$ cat src/rtl/clkmon_pkg.sv
// Shared types and default build constants for the PLL clock monitor
// (12 MHz reference, 48 MHz core).
package clkmon_pkg;

   typedef enum logic [1:0] {
      IDLE    = 2'd0,
      ARM     = 2'd1,
      MEASURE = 2'd2,
      LOCKED  = 2'd3
   } clkmon_state_t;

   localparam int DEF_REF_EDGES  = 64;
   localparam int DEF_EXPECTED   = 256;
   localparam int DEF_TOLERANCE  = 2;
   localparam int DEF_GOOD_COUNT = 4;
   localparam int DEF_TIMEOUT    = 1024;
   localparam int DEF_CNT_W      = 16;

endpackage

$ cat src/rtl/pll_clock_monitor_ref_edge_sync.sv
// Two-flop synchronizer plus one history flop; flags a rising edge of an
// asynchronous input three core cycles after it happens.
module ref_edge_sync (
   input  logic i_clk,
   input  logic i_rst_n,
   input  logic i_async,
   output logic o_rise
);

   logic r_sync1;
   logic r_sync2;
   logic r_sync3;

   always_ff @(posedge i_clk or negedge i_rst_n) begin
      if (!i_rst_n) begin
         r_sync1 <= 1'b0;
         r_sync2 <= 1'b0;
         r_sync3 <= 1'b0;
      end else begin
         r_sync1 <= i_async;
         r_sync2 <= r_sync1;
         r_sync3 <= r_sync2;
      end
   end

   assign o_rise = r_sync2 & ~r_sync3;

endmodule

$ cat src/rtl/pll_clock_monitor.sv
// Core-clock frequency/lock monitor against the board reference clock.
// Define CLKMON_STATS_EN to keep running min/max of the window counts.
module pll_clock_monitor
   import clkmon_pkg::*;
#(
   parameter int REF_EDGES  = DEF_REF_EDGES,
   parameter int EXPECTED   = DEF_EXPECTED,
   parameter int TOLERANCE  = DEF_TOLERANCE,
   parameter int GOOD_COUNT = DEF_GOOD_COUNT,
   parameter int TIMEOUT    = DEF_TIMEOUT,
   parameter int CNT_W      = DEF_CNT_W
) (
   input  logic             clock,
   input  logic             reset_n,
   input  logic             ref_clk_in,
   input  logic             enable,
   output logic [CNT_W-1:0] meas_count,
   output logic             meas_valid,
   output logic             locked,
   output logic             sys_reset_n,
   output logic             fault,
   output logic [CNT_W-1:0] meas_min,
   output logic [CNT_W-1:0] meas_max
);

   localparam int EW = $clog2(REF_EDGES);
   localparam int TW = $clog2(TIMEOUT + 1);
   localparam int GW = $clog2(GOOD_COUNT + 1);
   localparam logic [CNT_W-1:0] CNT_MAX = '1;

   function automatic logic [CNT_W-1:0] sat_inc(input logic [CNT_W-1:0] v);
      return (v == CNT_MAX) ? CNT_MAX : v + CNT_W'(1);
   endfunction

   // A saturated count means the window overran the counter: never good.
   function automatic logic in_tol(input logic [CNT_W-1:0] v);
      logic signed [CNT_W:0] d;
      d = $signed({1'b0, v}) - $signed((CNT_W+1)'(EXPECTED));
      if (d < 0) d = -d;
      return (v != CNT_MAX) && (d <= $signed((CNT_W+1)'(TOLERANCE)));
   endfunction

   clkmon_state_t    r_state;
   clkmon_state_t    w_state_nxt;
   logic [CNT_W-1:0] r_cyc_cnt;
   logic [CNT_W-1:0] w_cyc_inc;
   logic [EW-1:0]    r_edge_cnt;
   logic [TW-1:0]    r_to_cnt;
   logic [GW-1:0]    r_good_cnt;
   logic [CNT_W-1:0] r_meas_count;
   logic             r_meas_valid;
   logic             r_fault;
   logic             r_sys_rst;
   logic             r_en_d;
   logic             w_ref_edge;
   logic             w_active;
   logic             w_counting;
   logic             w_close;
   logic             w_timeout;
   logic             w_good;
   logic             w_good_hit;
   logic             w_en_rise;

   ref_edge_sync u_ref_sync (
      .i_clk   (clock),
      .i_rst_n (reset_n),
      .i_async (ref_clk_in),
      .o_rise  (w_ref_edge)
   );

   assign w_active   = (r_state != IDLE);
   assign w_counting = (r_state == MEASURE) || (r_state == LOCKED);
   assign w_cyc_inc  = sat_inc(r_cyc_cnt);
   assign w_close    = w_counting && w_ref_edge && (r_edge_cnt == EW'(REF_EDGES - 1));
   assign w_timeout  = w_active && !w_ref_edge && (r_to_cnt == TW'(TIMEOUT - 1));
   assign w_good     = in_tol(w_cyc_inc);
   assign w_good_hit = w_good && (r_good_cnt >= GW'(GOOD_COUNT - 1));
   assign w_en_rise  = enable && !r_en_d;

   always_ff @(posedge clock or negedge reset_n) begin
      if (!reset_n) r_state <= IDLE;
      else          r_state <= w_state_nxt;
   end

   // Timeout can never coincide with a closing edge, but it still takes priority.
   always_comb begin
      w_state_nxt = r_state;
      if (!enable) begin
         w_state_nxt = IDLE;
      end else begin
         case (r_state)
            IDLE:    w_state_nxt = ARM;
            ARM:     if (w_ref_edge) w_state_nxt = MEASURE;
            MEASURE: begin
               if (w_timeout)                  w_state_nxt = ARM;
               else if (w_close && w_good_hit) w_state_nxt = LOCKED;
            end
            LOCKED: begin
               if (w_timeout)               w_state_nxt = ARM;
               else if (w_close && !w_good) w_state_nxt = MEASURE;
            end
            default: w_state_nxt = IDLE;
         endcase
      end
   end

   // The closing edge of one window is the opening edge of the next.
   always_ff @(posedge clock or negedge reset_n) begin
      if (!reset_n) begin
         r_cyc_cnt  <= '0;
         r_edge_cnt <= '0;
         r_to_cnt   <= '0;
      end else if (!enable || !w_active) begin
         r_cyc_cnt  <= '0;
         r_edge_cnt <= '0;
         r_to_cnt   <= '0;
      end else begin
         r_to_cnt <= (w_ref_edge || w_timeout) ? '0 : r_to_cnt + TW'(1);
         if (((r_state == ARM) && w_ref_edge) || w_close) begin
            r_cyc_cnt  <= '0;
            r_edge_cnt <= '0;
         end else if (w_counting) begin
            r_cyc_cnt <= w_cyc_inc;
            if (w_ref_edge) r_edge_cnt <= r_edge_cnt + EW'(1);
         end
      end
   end

   always_ff @(posedge clock or negedge reset_n) begin
      if (!reset_n) begin
         r_good_cnt <= '0;
      end else if (!enable || w_timeout) begin
         r_good_cnt <= '0;
      end else if (w_close) begin
         if (!w_good)                              r_good_cnt <= '0;
         else if (r_good_cnt != GW'(GOOD_COUNT))   r_good_cnt <= r_good_cnt + GW'(1);
      end
   end

   always_ff @(posedge clock or negedge reset_n) begin
      if (!reset_n) begin
         r_meas_count <= '0;
         r_meas_valid <= 1'b0;
         r_fault      <= 1'b0;
         r_sys_rst    <= 1'b0;
         r_en_d       <= 1'b0;
      end else begin
         r_en_d       <= enable;
         r_sys_rst    <= (r_state == LOCKED);
         r_meas_valid <= enable && w_close;
         if (enable && w_close) r_meas_count <= w_cyc_inc;
         if (w_en_rise)
            r_fault <= 1'b0;
         else if (enable && (w_timeout || (w_close && !w_good && (r_state == LOCKED))))
            r_fault <= 1'b1;
      end
   end

   assign meas_count  = r_meas_count;
   assign meas_valid  = r_meas_valid;
   assign locked      = (r_state == LOCKED);
   assign sys_reset_n = r_sys_rst & locked;
   assign fault       = r_fault;

`ifdef CLKMON_STATS_EN
   logic [CNT_W-1:0] r_min;
   logic [CNT_W-1:0] r_max;

   always_ff @(posedge clock or negedge reset_n) begin
      if (!reset_n) begin
         r_min <= '1;
         r_max <= '0;
      end else if (w_en_rise) begin
         r_min <= '1;
         r_max <= '0;
      end else if (enable && w_close) begin
         if (w_cyc_inc < r_min) r_min <= w_cyc_inc;
         if (w_cyc_inc > r_max) r_max <= w_cyc_inc;
      end
   end

   assign meas_min = r_min;
   assign meas_max = r_max;
`else
   assign meas_min = '0;
   assign meas_max = '0;
`endif

endmodule

$ cat config.mk
export PLATFORM = sky130hd
export DESIGN_NAME = pll_clock_monitor
export DESIGN_NICKNAME = d
export VERILOG_FILES = /design/src/rtl/clkmon_pkg.sv /design/src/rtl/pll_clock_monitor_ref_edge_sync.sv /design/src/rtl/pll_clock_monitor.sv
export SDC_FILE = /design/constraint.sdc
export NUM_CORES = 1
export LEC_CHECK = 0
export CAP_MARGIN = 20
export CORE_MARGIN = 1
export CORE_UTILIZATION = 30
export DETAILED_ROUTE_END_ITERATION = 12
export GPL_TIMING_DRIVEN = 0
export PLACE_DENSITY = 0.54
export SLEW_MARGIN = 5
export SYNTH_ARGS = -nofsm -noshare
export SYNTH_HDL_FRONTEND = slang
export SYNTH_SLANG_ARGS = --single-unit
$ cat constraint.sdc
create_clock -name clock -period 4.9 [get_ports clock]
set_clock_uncertainty 0.1 [all_clocks]
set_input_delay 1.225 -clock clock [delete_from_list [all_inputs] [get_ports clock]]
set_output_delay 1.225 -clock clock [all_outputs]
set_load 0.01 [all_outputs]
==> metrics.md, run 1 <==
| Metric | Value |
|---|---|
| Outcome | `complete, no violations` |
| Fin nets | `541` |
| Grt total ovfl | `0` |
| Area share of the largest cell type after synthesis | `36.3%` |
| Fin. Hold Viols | `0` |
| Syn. warnings | `0` |
| Mapped Cells | `461` |
| Fin crit period | `4470 ps` |
| Placed cells | `691` |
| Max_slew headroom | `48.0%` |
| Seq pwr share | `40.1%` |
| Post-route antenna net violation count | `0` |
| Pwr Total | `0.00128 W` |
| Hold Crit Start | `u_ref_sync.r_sync1` |
| Most common cell in the synthesized netlist | `dfrtp_1` |
| Reg clk slew, reported paths | `60 ps` |
| Setup TNS | `0 ps` |
| Area growth from synthesis to layout | `20.7%` |
| Global-route wire length before repair | `17400 um` |
| RSZ-0062 raised after global routing | `false` |
| Crit end category | `flip-flop` |
| Post-synthesis adder-cell area fraction | `3.27%` |
| Clock Latency Late Sink | `330 ps` |
| Total Routed Length | `10300 um` |
| DR WL/cell | `14.6 um` |
| Fin area | `5080 um^2` |
| Starting Density | `31.3%` |
| CTS tree | `yes` |
| Area leader, netlist | `dfrtp_1` |
| Synth top area cells | `dfrtp_1 (36%), buf_4 (5.9%), nand2_1 (5.1%)` |
| Synth Area per Inst | `9.12 um^2` |
| Max Root-Sink Buffers | `2` |
| Mapped Area | `4210 um^2` |
| Die H | `120 um` |
| Critical path cell sequence | `ha_1 -> nand3_2 -> nor4_2 -> nor3_2 -> ha_1 -> clkbuf_1 -> nor2b_1 -> mux2i_1 -> o21ai_0 -> nand3_1 -> a32oi_1 -> a2111oi_4 -> nand4_2 -> o31ai_2 -> a32o_1` |
| Simple logic cell fraction of the synthesized area | `26.3%` |
| Yosys reg bits | `61` |
| Combinational share of power | `8.6%` |
| Via density | `5.03` |
| CP dominant cell by count | `ha_1` |
| FMAX | `0.224 GHz` |
| Setup CP Type | `flip-flop to flip-flop` |
| # Post-CTS Setup Buffers | `0` |
| TritonCTS Buffers | `9` |
| Net Sw Frac | `25.7%` |
| Synth cell count leaders | `dfrtp_1 (61), nand2_1 (57), buf_4 (33)` |
| Residual DRC count | `0` |
| Critical path fanouts, max | `9` |
| Hold Path Stages | `0` |
| R2r endpoint | `r_good_cnt[1]` |
| Endpoints failing setup | `0` |
| Post-Layout Cell Count | `707` |
| Hold Path End | `u_ref_sync.r_sync2` |
| Synth Area in Compound Gates | `16.5%` |
| Sw Pwr | `0.000330 W` |
| Min-delay worst type | `flip-flop to flip-flop` |
| Flop-to-flop setup slack | `430 ps` |
| Worst Reg-to-Reg Cells | `15` |
| Worst-margin pin slew | `781 ps` |
| Combinational family with the most area after synthesis | `simple AND/OR/NAND/NOR gates` |
| Initial antenna violation count | `0` |
| Multiplexer area fraction after synthesis | `3.06%` |
| Final worst path period share | `91.2%` |
| Placer Congestion | `0.881` |
| Asr flop ratio synth | `100%` |
| Critical Path AT | `4640 ps` |
| DP Area | `4770 um^2` |
| Clock sinks | `61` |
| GR Util All Layers | `15.3%` |
| Register area share after synthesis | `36.3%` |
| IO Pins | `56` |
| Max-slew violation count | `0` |
| Pwr/cell area | `253 nW/um^2` |
| Leakage power | `2.27 nW` |
| Core box area | `13500 um^2` |
| Crit start category | `flip-flop` |
| Max incr delay on CP | `740 ps` |
| Netlist cell types | `72` |
| Detailed Route Iter0 Violations | `164` |
| Post-DP HPWL | `7710 um` |
| Die Width | `120 um` |
| Synthesized-area fraction occupied by xor and xnor cells | `4.55%` |
| Final hold slack | `254 ps` |
| Diode count | `0` |
| Layout cell share with drive strength beyond 1 | `17.9%` |
| IO Port Bufs | `23` |
| CP top delay family | `simple AND/OR/NAND/NOR gates` |
| R2R Path Start | `r_cyc_cnt[0]` |
| Vias | `3554` |
| Clk root buf | `clkbuf_16` |
| Worst VDD drop | `0.000149 V` |
| Fill cells | `1378` |
| # resized after CTS | `0` |
| Cts hold-fix bufs | `0` |
| Req. time, crit path | `5070 ps` |
| 1st-pass router iterations | `4` |
| Die area | `14500 um^2` |
| Primary FF master, synth | `dfrtp_1` |
| Rows | `42` |
| Slowest CP cell | `nor4_2` |
| Cell-internal power | `0.000952 W` |
| Max H-tree Level | `3` |
| Buf/Inv on CP | `1` |
| Clock network power share | `51.3%` |
| Largest net degree at the start of global routing | `62` |
| Post-synth EDFFs | `0` |
| Max Cap Viol | `0` |
| Vias in the first global route | `3433` |
==> cells by family after synthesis <==
logic type | Yosys count
AO/OA/AOI/OAI | 96
XOR/XNOR | 21
adder cells (fa/ha/maj) | 11
buffers and inverters | 66
flip-flops | 61
multiplexers | 11
other | 1
AND/OR/NAND/NOR | 194
==> worst max path at each step <==
stage | startpoint | end | slack, ps | depth (start not counted)
after floorplan | r_cyc_cnt[0] | r_good_cnt[1] | 1440 | 15
after global placement | reset_n | r_to_cnt[10] | 440 | 1
after detailed placement | r_cyc_cnt[0] | r_good_cnt[1] | 550 | 15
after CTS | r_cyc_cnt[0] | r_good_cnt[1] | 550 | 15
after global routing | r_cyc_cnt[0] | r_good_cnt[0] | 140 | 16
final | r_cyc_cnt[0] | r_good_cnt[1] | 430 | 15
==> layer usage <==
metal,part of all wire [%],track usage (%),wire (um),up-vias
met5,0,0,0,-
met4,1.7,5.86,176,0
met3,4.2,3.58,433,13
met2,47,24.7,4830,81
met1,47,19.8,4870,1723
li1,-,-,-,1737
==> flip-flops by register name (all words and copies together), names as in the netlist <==
register            flops
meas_count             16
r_cyc_cnt              16
r_to_cnt               11
r_edge_cnt              6
r_good_cnt              3
r_state                 2
fault                   1
meas_valid              1
r_en_d                  1
r_sys_rst               1
u_ref_sync.r_sync1      1
u_ref_sync.r_sync2      1
u_ref_sync.r_sync3      1
==> final cells by class <==
cell class	instances	area (um^2)	area share (%)
Buffer	56	378	7.44
Tap cell	176	220	4.34
Inverter	10	37.5	0.739
Clock inverter	7	81.3	1.60
Clock buffer	9	225	4.44
Sequential cell	61	1530	30.1
Timing Repair Buffer	23	228	4.49
Multi-Input combinational cell	365	2380	46.9
==> power groups by stage <==
stage                     clock, W  combinational (W)  sequential [W]
after CTS                 0.000672           0.000110        0.000515
after global placement           0           0.000109        0.000524
after floorplan                  0          0.0000803        0.000523
final                     0.000658           0.000110        0.000515
after global routing      0.000694           0.000123        0.000516
after detailed placement         0           0.000110        0.000524
==> through the flow <==
| stage | setup WS, ps | utilization (%) |
|---|---|---|
| finish | 433 | 37.7 |
| global route | 136 | 37.7 |
| CTS | 546 | 37.7 |
| detailed placement | 553 | 35.5 |
| global placement | 437 | 35.5 |
| floorplan | 1440 | - |
==> worst register-to-register path: cells and delay by family (launching register included) <==
kind / cells / cell delay (ps)
flops: 1 / 430
fa+ha+maj: 2 / 500
simple gates: 6 / 1780
mux: 1 / 280
compound gates: 5 / 1090
buf+inv: 1 / 230
==> placed cells by master, fill, tap and decap left out, types with 6 or more instances in the layout <==
| master | count |
|---|---|
| and3_1 | 11 |
| nand3_1 | 17 |
| clkbuf_16 | 9 |
| buf_4 | 34 |
| o21ai_0 | 27 |
| xor2_1 | 8 |
| ha_1 | 11 |
| xnor2_1 | 12 |
| dfrtp_1 | 61 |
| inv_1 | 9 |
| nand4_1 | 13 |
| nand2_1 | 57 |
| mux2i_1 | 7 |
| conb_1 | 32 |
| nor2_1 | 26 |
| clkdlybuf4s50_1 | 22 |
| and2_1 | 6 |
| nor3_1 | 15 |
| o31ai_1 | 17 |
| a21oi_1 | 11 |
| clkbuf_1 | 13 |
Power figures use the tool's default switching activity.
==> run 2, diff against run 1 <==
--- a/config.mk
+++ b/config.mk
@@ -7,10 +7,11 @@
 export LEC_CHECK = 0
 export CAP_MARGIN = 20
 export CORE_MARGIN = 1
-export CORE_UTILIZATION = 30
+export CORE_UTILIZATION = 56
+export CTS_CLUSTER_SIZE = 24
 export DETAILED_ROUTE_END_ITERATION = 12
 export GPL_TIMING_DRIVEN = 0
-export PLACE_DENSITY = 0.54
+export PLACE_DENSITY = 0.86
 export SLEW_MARGIN = 5
 export SYNTH_ARGS = -nofsm -noshare
 export SYNTH_HDL_FRONTEND = slang
==> metrics.md, run 2 (synthesis results as in run 1) <==
| Metric | Value |
|---|---|
| Detailed Route Iter0 Violations | `314 (+91%)` |
| Setup WS pre-CTS | `529 ps (-24.3 ps)` |
| Placer Congestion | `0.879 (-0.22%)` |
| GR Util All Layers | `27.1% (+12 points)` |
| Die area | `7860 um^2 (-46%)` |
| Rows | `31 (-26%)` |
| Area growth from synthesis to layout | `15.5%` |
| Leakage power | `2.22 nW (-2.5%)` |
| Clock Latency Late Sink | `350 ps (+20 ps)` |
| Core box area | `7250 um^2 (-46%)` |
| Crit start category | `flip-flop` |
| Max_slew headroom | `44.8% (-3.1 points)` |
| M1 WL | `4110 um (-16%)` |
| Pwr/cell area | `210 nW/um^2 (-17%)` |
| Outcome | `complete, no violations` |
| Post-Layout Cell Count | `631 (-11%)` |
| FMAX | `0.224 GHz (about the same)` |
| Grt total ovfl | `0 (unchanged)` |
| Max-slew violation count | `0 (unchanged)` |
| Setup CP Type | `flip-flop to flip-flop` |
| Met2 routed WL | `4880 um (+1.1%)` |
| Final hold slack | `272 ps (+18.0 ps)` |
| Final worst path period share | `91.2% (about the same)` |
| Global-route wire length before repair | `16100 um (-7.6%)` |
| Die Width | `88.7 um (-26%)` |
| # Post-CTS Setup Buffers | `0 (unchanged)` |
| Critical Path AT | `4660 ps (+20 ps)` |
| Placed cells | `615 (-11%)` |
| Fill cells | `571 (-59%)` |
| Initial antenna violation count | `0 (unchanged)` |
| Vias in the first global route | `3414 (-0.55%)` |
| Sw Pwr | `0.000284 W (-14%)` |
| IO Port Bufs | `23 (unchanged)` |
| Post-route antenna net violation count | `0 (unchanged)` |
| Diode count | `0 (unchanged)` |
| Max Used Layer | `met4` |
| Residual DRC count | `0 (unchanged)` |
| Min-delay worst type | `flip-flop to flip-flop` |
| DP Area | `4690 um^2 (-1.7%)` |
| Layout cell share with drive strength beyond 1 | `17.9% (-0.034 points)` |
| Max H-tree Level | `3 (unchanged)` |
| Seq pwr share | `50.5% (+10 points)` |
| Crit end category | `flip-flop` |
| Endpoints failing setup | `0 (unchanged)` |
| Clock sinks | `61 (unchanged)` |
| IO Pins | `56 (unchanged)` |
| Most frequent cells in the layout | `dfrtp_1 (61), nand2_1 (57), buf_4 (33)` |
| Max incr delay on CP | `800 ps (+60 ps)` |
| Final setup margin | `430 ps (-2.85 ps)` |
| Total Routed Length | `9800 um (-5.0%)` |
| Reg clk slew, reported paths | `70 ps (about the same)` |
| Clock network power share | `38.5% (-13 points)` |
| Cell-internal power | `0.000735 W (-23%)` |
| Critical path cell sequence | `ha_1 -> nand3_2 -> nor4_2 -> nor3_2 -> ha_1 -> clkbuf_1 -> nor2b_1 -> mux2i_1 -> o21ai_0 -> nand3_1 -> a32oi_1 -> a2111oi_4 -> nand4_2 -> nor4b_1 -> a21o_1` |
| Post-DP HPWL | `7360 um (-4.5%)` |
| Clk root buf | `clkbuf_8` |
| Req. time, crit path | `5090 ps (+20 ps)` |
| TritonCTS Buffers | `9 (unchanged)` |
| Setup TNS | `0 ps (unchanged)` |
| # resized after CTS | `0 (unchanged)` |
| Die H | `88.7 um (-26%)` |
| Largest net degree at the start of global routing | `38 (-39%)` |
| Vias | `3665 (+3.1%)` |
| Fin nets | `542 (+0.18%)` |
| Fin crit period | `4470 ps (+2.85 ps)` |
| Worst-margin pin slew | `821 ps (+40.1 ps)` |
| 1st-pass router iterations | `5 (+1)` |
| Multi-input logic area | `2380 um^2 (unchanged)` |
| Met3 wire len | `591 um (+36%)` |
| Max Cap Viol | `0 (unchanged)` |
| Via density | `5.81 (+16%)` |
| Net Sw Frac | `27.9% (+2.1 points)` |
| Critical path fanouts, max | `9 (unchanged)` |
| Max Root-Sink Buffers | `2 (unchanged)` |
| Cts hold-fix bufs | `0 (unchanged)` |
| Most common cell after layout, fill and taps aside | `dfrtp_1` |
| Flop-to-flop setup slack | `430 ps (about the same)` |
| Fin area | `4860 um^2 (-4.3%)` |
| CTS tree | `yes` |
| Register area | `1530 um^2 (unchanged)` |
| Combinational share of power | `10.9% (+2.3 points)` |
| CP dominant cell by count | `ha_1` |
| Fin. Hold Viols | `0 (unchanged)` |
| Slowest CP cell | `nor4_2` |
| Starting Density | `58.0% (+27 points)` |
| Worst VDD drop | `0.000233 V (+57%)` |
| RSZ-0062 raised after global routing | `false` |
| DR WL/cell | `15.5 um (+6.4%)` |
-- run 2: cell types whose count changed in the layout (fill, tap and decap cells not counted), moves of 2 or more --
cell / delta
clkbuf_16: -9
clkbuf_8: +9
clkinv_4: -2
clkinv_2: +3
inv_6: -2
-- run 2: path summary, 6_finish.rpt --
check	startpoint	cells past startpoint	end
worst max-delay path	r_cyc_cnt[0]	15	r_good_cnt[0]
worst min-delay path	u_ref_sync.r_sync1	0	u_ref_sync.r_sync2
worst max register to register	r_cyc_cnt[0]	15	r_good_cnt[0]
worst min register to register	u_ref_sync.r_sync1	0	u_ref_sync.r_sync2
max in group asynchronous	reset_n	2	r_edge_cnt[5]
min in group asynchronous	reset_n	1	meas_count[12]
-- run 2: per-stage QoR --
step,util [%],power [W]
after global placement,64.5,0.000630
after global routing,67.0,0.00106
final,67.0,0.00102
after floorplan,-,0.000603
after detailed placement,64.7,0.000633
after CTS,67.0,0.00102
-- run 2: final cells by class --
class / instances / share of cell area [%]
timing repair buffer: 24 / 5.05
clock buffer: 10 / 2.63
tap: 99 / 2.55
sequential: 61 / 31.4
multi-input combinational: 365 / 49.0
buffer: 56 / 7.78
inverter: 10 / 0.773
clock inverter: 6 / 0.799
-- run 2: critical path, delay by kind of cell, from the launching register on --
family | cells | cell delay (ps)
AOI/OAI and AO/OA | 4 | 740
adders and majority gates | 2 | 510
buffers and inverters | 1 | 210
DFF | 1 | 450
muxes | 1 | 270
and+or+nand+nor | 7 | 2130
-- run 2: routing by layer --
layer  vias to the layer above  global-route usage, %
met3                        25                   6.62
li1                       1728                      -
met2                       145                   45.7
met1                      1767                   34.0
met5                         -                      0
met4                         0                   9.53
-- run 2: power by group through the flow --
stage	clock network (W)	logic [W]	registers (W)
2_1_floorplan	0	0.0000803	0.000523
3_3_place_gp	0	0.000106	0.000524
3_5_place_dp	0	0.000109	0.000524
4_1_cts	0.000399	0.000110	0.000514
5_1_grt	0.000418	0.000128	0.000515
6_report	0.000393	0.000112	0.000515
